==> src/rtl/instr_fetch_stage_pkg.sv <==
// Shared defaults for the fetch stage and its output buffer.
package instr_fetch_stage_pkg;

  localparam int CODE_ADDR_WIDTH_DEF = 10;
  localparam int INSTR_WIDTH_DEF     = 64;
  localparam int COUNT_WIDTH_DEF     = 6;

  // Output buffer depth; the issue credit check in the top relies on this.
  localparam int FETCH_BUF_DEPTH = 2;

  // Occupancy of the output buffer, 0..FETCH_BUF_DEPTH.
  typedef logic [1:0] occ_t;

endpackage

==> src/rtl/instr_fetch_stage_skid_buf.sv <==
// Two-entry in-order buffer of {instr, pc, count}. Entry 0 is always the head.
// Each entry has its own saturating cycle counter.
module fetch_skid_buf
  import instr_fetch_stage_pkg::*;
#(
  parameter int IW = INSTR_WIDTH_DEF,
  parameter int AW = CODE_ADDR_WIDTH_DEF,
  parameter int CW = COUNT_WIDTH_DEF
) (
  input  logic          clk,
  input  logic          rst,
  input  logic          push,
  input  logic [IW-1:0] push_instr,
  input  logic [AW-1:0] push_pc,
  input  logic          pop,
  input  logic          flush,
  input  logic          cnt_en,
  output logic [IW-1:0] head_instr,
  output logic [AW-1:0] head_pc,
  output logic [CW-1:0] head_cnt,
  output occ_t          occ,
  output logic          vld
);

  localparam logic [CW-1:0] CNT_MAX = '1;
  localparam logic [CW-1:0] CNT_ONE = CW'(1);

  logic [IW-1:0] instr_q [2];
  logic [IW-1:0] instr_n [2];
  logic [AW-1:0] pc_q    [2];
  logic [AW-1:0] pc_n    [2];
  logic [CW-1:0] cnt_q   [2];
  logic [CW-1:0] cnt_n   [2];
  logic [CW-1:0] cnt_inc [2];
  occ_t          occ_q;
  occ_t          occ_n;
  occ_t          occ_after_pop;
  logic          pop_eff;
  logic          wr_idx;

  // Next-state: age counters, shift on pop, write the new entry behind the
  // surviving ones. Flush wins over push and pop.
  always_comb begin
    for (int i = 0; i < 2; i++) begin
      cnt_inc[i] = (cnt_en && (cnt_q[i] != CNT_MAX)) ? cnt_q[i] + CNT_ONE : cnt_q[i];
    end
    instr_n       = instr_q;
    pc_n          = pc_q;
    cnt_n         = cnt_inc;
    pop_eff       = pop && (occ_q != 2'd0);
    occ_after_pop = occ_q - {1'b0, pop_eff};
    wr_idx        = (occ_after_pop != 2'd0);
    if (pop_eff) begin
      instr_n[0] = instr_q[1];
      pc_n[0]    = pc_q[1];
      cnt_n[0]   = cnt_inc[1];
    end
    if (push) begin
      instr_n[wr_idx] = push_instr;
      pc_n[wr_idx]    = push_pc;
      cnt_n[wr_idx]   = CNT_ONE;
    end
    occ_n = occ_after_pop + {1'b0, push};
    if (flush) begin
      occ_n = 2'd0;
    end
  end

  // Buffer storage and occupancy registers.
  always_ff @(posedge clk or posedge rst) begin
    if (rst) begin
      for (int i = 0; i < 2; i++) begin
        instr_q[i] <= '0;
        pc_q[i]    <= '0;
        cnt_q[i]   <= '0;
      end
      occ_q <= 2'd0;
    end else begin
      instr_q <= instr_n;
      pc_q    <= pc_n;
      cnt_q   <= cnt_n;
      occ_q   <= occ_n;
    end
  end

  assign head_instr = instr_q[0];
  assign head_pc    = pc_q[0];
  assign head_cnt   = cnt_q[0];
  assign occ        = occ_q;
  assign vld        = (occ_q != 2'd0);

endmodule

==> src/rtl/instr_fetch_stage.sv <==
// Instruction fetch stage: PC generation, 1-cycle-latency code memory reads,
// and a 2-entry output buffer feeding the controller pipeline.
//
// Handshake: an instruction transfers downstream on any cycle where
// vld && next_rdy at the rising edge. While vld is high and next_rdy is low,
// instr_out/pc_out hold steady (ocount may still advance with PC_en).
module instr_fetch_stage
  import instr_fetch_stage_pkg::*;
#(
  parameter int CODE_ADDR_WIDTH = CODE_ADDR_WIDTH_DEF,
  parameter int INSTR_WIDTH     = INSTR_WIDTH_DEF,
  parameter int COUNT_WIDTH     = COUNT_WIDTH_DEF
) (
  input  logic                       clk,
  input  logic                       rst,
  input  logic                       fetch_en,
  input  logic                       branch_mispredict,
  input  logic [CODE_ADDR_WIDTH-1:0] branch_target,
  input  logic                       PC_en,
  output logic                       code_rd_en,
  output logic [CODE_ADDR_WIDTH-1:0] code_rd_addr,
  input  logic [INSTR_WIDTH-1:0]     code_rd_data,
  output logic [INSTR_WIDTH-1:0]     instr_out,
  output logic [CODE_ADDR_WIDTH-1:0] pc_out,
  output logic [COUNT_WIDTH-1:0]     ocount,
  output logic                       vld,
  input  logic                       next_rdy
);

  logic [CODE_ADDR_WIDTH-1:0] pc_q;
  logic [CODE_ADDR_WIDTH-1:0] inflight_pc_q;
  logic                       inflight_q;
  occ_t                       occ;
  logic                       pop;
  logic [2:0]                 credit_used;
  logic                       has_room;

  assign pop = vld && next_rdy;

  // Credit check: buffered + in-flight words, less this cycle's pop, must
  // leave a free slot for the word being requested now.
  always_comb begin
    credit_used = {1'b0, occ} + {2'b00, inflight_q};
    has_room    = credit_used < (3'(FETCH_BUF_DEPTH) + {2'b00, pop});
  end

  // Reads are suppressed while reset is held so the strobe drops immediately.
  assign code_rd_en   = !rst && fetch_en && !branch_mispredict && has_room;
  assign code_rd_addr = pc_q;

  // PC and in-flight tracking; a mispredict redirects and cancels the read.
  always_ff @(posedge clk or posedge rst) begin
    if (rst) begin
      pc_q          <= '0;
      inflight_q    <= 1'b0;
      inflight_pc_q <= '0;
    end else if (branch_mispredict) begin
      pc_q       <= branch_target;
      inflight_q <= 1'b0;
    end else begin
      inflight_q <= code_rd_en;
      if (code_rd_en) begin
        pc_q          <= pc_q + CODE_ADDR_WIDTH'(1);
        inflight_pc_q <= pc_q;
      end
    end
  end

  fetch_skid_buf #(
    .IW (INSTR_WIDTH),
    .AW (CODE_ADDR_WIDTH),
    .CW (COUNT_WIDTH)
  ) u_buf (
    .clk        (clk),
    .rst        (rst),
    .push       (inflight_q && !branch_mispredict),
    .push_instr (code_rd_data),
    .push_pc    (inflight_pc_q),
    .pop        (pop),
    .flush      (branch_mispredict),
    .cnt_en     (PC_en),
    .head_instr (instr_out),
    .head_pc    (pc_out),
    .head_cnt   (ocount),
    .occ        (occ),
    .vld        (vld)
  );

endmodule

==> config.mk <==
export PLATFORM = sky130hd
export DESIGN_NAME = instr_fetch_stage
export DESIGN_NICKNAME = d
export VERILOG_FILES = /design/src/rtl/instr_fetch_stage_pkg.sv /design/src/rtl/instr_fetch_stage_skid_buf.sv /design/src/rtl/instr_fetch_stage.sv
export SDC_FILE = /design/constraint.sdc
export NUM_CORES = 1
export LEC_CHECK = 0
export CORE_ASPECT_RATIO = 1.75
export CORE_MARGIN = 8
export CORE_UTILIZATION = 33
export CTS_CLUSTER_SIZE = 28
export DETAILED_ROUTE_END_ITERATION = 6
export GPL_TIMING_DRIVEN = 0
export PLACE_DENSITY = 0.61
export SLEW_MARGIN = 10
export SYNTH_ARGS = -nofsm -noshare
export SYNTH_HDL_FRONTEND = slang
export SYNTH_SLANG_ARGS = --single-unit
==> constraint.sdc <==
create_clock -name clk -period 15.2 [get_ports clk]
set_clock_uncertainty 0.05 [all_clocks]
set_input_delay 3.04 -clock clk [delete_from_list [all_inputs] [get_ports clk]]
set_output_delay 3.04 -clock clk [all_outputs]
set_load 0.005 [all_outputs]
==> summary.md <==
| Metric | Value |
|---|---|
| Leading area contributor after synthesis | dfrtp_1 |
| Crit path top cell by count | clkdlybuf4s50_1 |
| Sw power | approximately 0.64 mW |
| Via/cell ratio | ~5 |
| Routed WL | ~24 mm |
| Core Area | 25760 um^2 |
| CP required | between 10 and 15 ns |
| Fmax | 121.2 MHz |
| Top_reg_cell synth | dfrtp_1 |
| Net Count, Synth | approximately 930 |
| Final Util | 0.4392 |
| R2R cell count | 9 |
| Hold depth | 1 |
| Initial Util | 0.3342 |
| Routed Antenna Nets | 0 |
| Pwr dens | 181.3 nW/um^2 |
| CTS tree | yes |
| DIE AREA | roughly 32000 um^2 |
| CTS Hold Bufs | 0 |
| DRC | 0 |
| Worst Setup End Kind | output port |
| Vias in the first global route | 7080 |
| Synth async-reset ratio | 1.000 |
| Clock slew at reported path FFs | approximately 0.07 ns |
| Clk Latency, worst-skew pair | 0.44 ns |
| Die X | about 140 um |
| Top cells by area, synth | dfrtp_1, mux2_2, buf_4, nand2_1, a31oi_1 |
| Cells after Synth | 838 |
| Final Max Slew Viols | 0 |
| Clk sinks | ~180 |
| Layout area overhead | 31.40% |
| Worst setup SP type | input pin |
| Total number of vias | 6673 |
| Nets | 1116 |
| Gr ovfl total | 0 |
| Worst endpoint data arrival time | around 5.2 ns |
| PortBufs | around 170 |
| Total GRT Usage | 0.1521 |
| Worst slew margin | 0.5470 |
| CTS root buf | clkbuf_16 |
| TritonCTS Buffers | 17 |
| Cell internal pwr | 1.412 mW |
| Global-route wire length before repair | about 40 mm |
| Cell with the most instances after synthesis | dfrtp_1 |
| Status | finished clean |
| EDFF count, synth | 0 |
| # resized after CTS | 0 |
| Syn Std Cell Area | between 8000 and 9000 um^2 |
| Worst slew pin tran | approximately 0.68 ns |
| Synth top area share | 0.5318 |
| Share of cells above drive strength 1 | 0.2188 |
| 1st-pass router iterations | 4 |
| Storage cell area | approximately 4600 um^2 |
| # IOs | roughly 170 |
| Row count | roughly 80 |
| Sequential area share after synthesis | 0.5318 |
| Synth Warn # | 0 |
| Detailed placement HPWL | approximately 18 mm |
| Largest net degree at the start of global routing | about 100 |
| WL/cell | 17.38 um |
| Syn_area_per_cell | 10.28 um^2 |
| Clock Path Buffers | 2 |
| Yosys reg bits | between 150 and 200 |
| CP Cell Sequence | clkdlybuf4s50_1 -> nor4b_4 -> nand2_2 -> inv_1 -> clkdlybuf4s50_1 |
| FILL cells | between 2000 and 3000 |
| Min-delay worst type | register to register |
| # Post-CTS Setup Buffers | 0 |
| Comb power frac | 0.397 |
| Leak | approximately 5.1 nW |
| TNS Setup | 0 ns |
| Routability-driven placement congestion ratio | 0.7728 |
| Critical Path Max Stage Delay | 0.68 ns |
| Setup Viol. Count Final | 0 |
| Clock power share | 0.204 |
| Multi-input gate area | around 3200 um^2 |
| Iter 0 DRT Violations | roughly 340 |
| # Max-Cap Violations | 0 |
| RSZ-0062 raised after global routing | false |
| Sequential power share | 0.399 |
| Fin crit share | 0.5429 |
| Antenna violations before repair | 0 |
| Critical-path top delay cell | nor4b_4 |
| Most common library cells after synthesis | dfrtp_1, nand2_1, nor2_1 |
| Cell variety after synth | 53 |
| Worst vdd ir | between 80 and 90 uV |
| H-Tree Depth | 4 |
| Sw Share | 0.3116 |
| Critical path type | input pin to output port |
| Min Clock Period, post-route | around 8.3 ns |
| Final hold violations | 0 |
| Die span in y | between 200 and 250 um |
| CP max FO | 10 |
-- metrics by stage --
stage               hold WS [ns]  cells  total power [mW]  setup slack (ns)  area, um^2
finish                    0.4564   1363             2.051             6.947       11310
global route              0.4627   1362             2.194             6.835       11310
CTS                       0.4599   1362             2.080             6.885       11310
detailed placement        0.4447   1330             1.654             6.889       10760
global placement          0.4384   1329             1.635             4.378       10720
floorplan                 0.4257    838             1.277             7.120        8611
-- logic make-up after synthesis --
logic type	after synthesis	share of synthesized area
muxes	87	0.1130
adders and majority gates	7	0.01017
buffers and inverters	139	0.09997
xor gates and xnor gates	3	0.003052
AOI/OAI and AO/OA	125	0.09663
and+or+nand+nor	294	0.1453
DFF	183	0.5318
-- routing by layer --
layer | wire length (um) | up-vias | track usage
li1 | - | 3183 | -
met1 | 9019 | 3316 | 0.1583
met2 | 13410 | 147 | 0.2892
met3 | 803 | 27 | 0.03116
met4 | 460 | 0 | 0.05971
met5 | 0 | - | 0
-- path summary, 6_finish.rpt --
kind,startpoint,slack [ns],to
hold / removal,register,0.46,register
hold reg to reg,register,0.46,register
setup / recovery,rst,6.95,code_rd_en
setup reg to reg,u_buf.occ[1],11.99,u_buf.head_pc[2]
max in group asynchronous,rst,11.02,u_buf.head_instr[37]
min in group asynchronous,rst,3.15,u_buf.head_instr[0]
-- placed cells by master (no fill, tap or decap), types with 8 or more instances in the layout --
cell type        instances
buf_2                   30
clkbuf_1                18
clkdlybuf4s50_1        171
mux2_2                  75
nor2_1                  85
nand2_1                157
o21ai_0                 14
clkbuf_16               17
a31oi_1                 76
inv_1                    8
nand3_1                 14
buf_4                   80
dfrtp_1                183
-- layout make-up --
cell class	instances	area share
Sequential cell	183	0.4047
Multi-Input combinational cell	516	0.2802
Timing Repair Buffer	172	0.1537
Buffer	128	0.07232
Clock buffer	22	0.04280
Tap cell	320	0.03539
Clock inverter	10	0.006193
Inverter	11	0.004423
Antenna cell	1	0.0002212
-- worst max-delay path, delay by kind of cell --
family        cells  cell delay [ns]
simple gates      2             0.90
buf+inv           3             1.21
-- power groups by stage --
| stage | logic (mW) | clock network (mW) | registers (mW) |
|---|---|---|---|
| 3_3_place_gp | 0.815 | 0 | 0.820 |
| 4_1_cts | 0.830 | 0.431 | 0.819 |
| 3_5_place_dp | 0.828 | 0 | 0.827 |
| 6_report | 0.814 | 0.419 | 0.818 |
| 5_1_grt | 0.898 | 0.450 | 0.846 |
| 2_1_floorplan | 0.488 | 0 | 0.788 |
(Power assumes the default switching activity.)
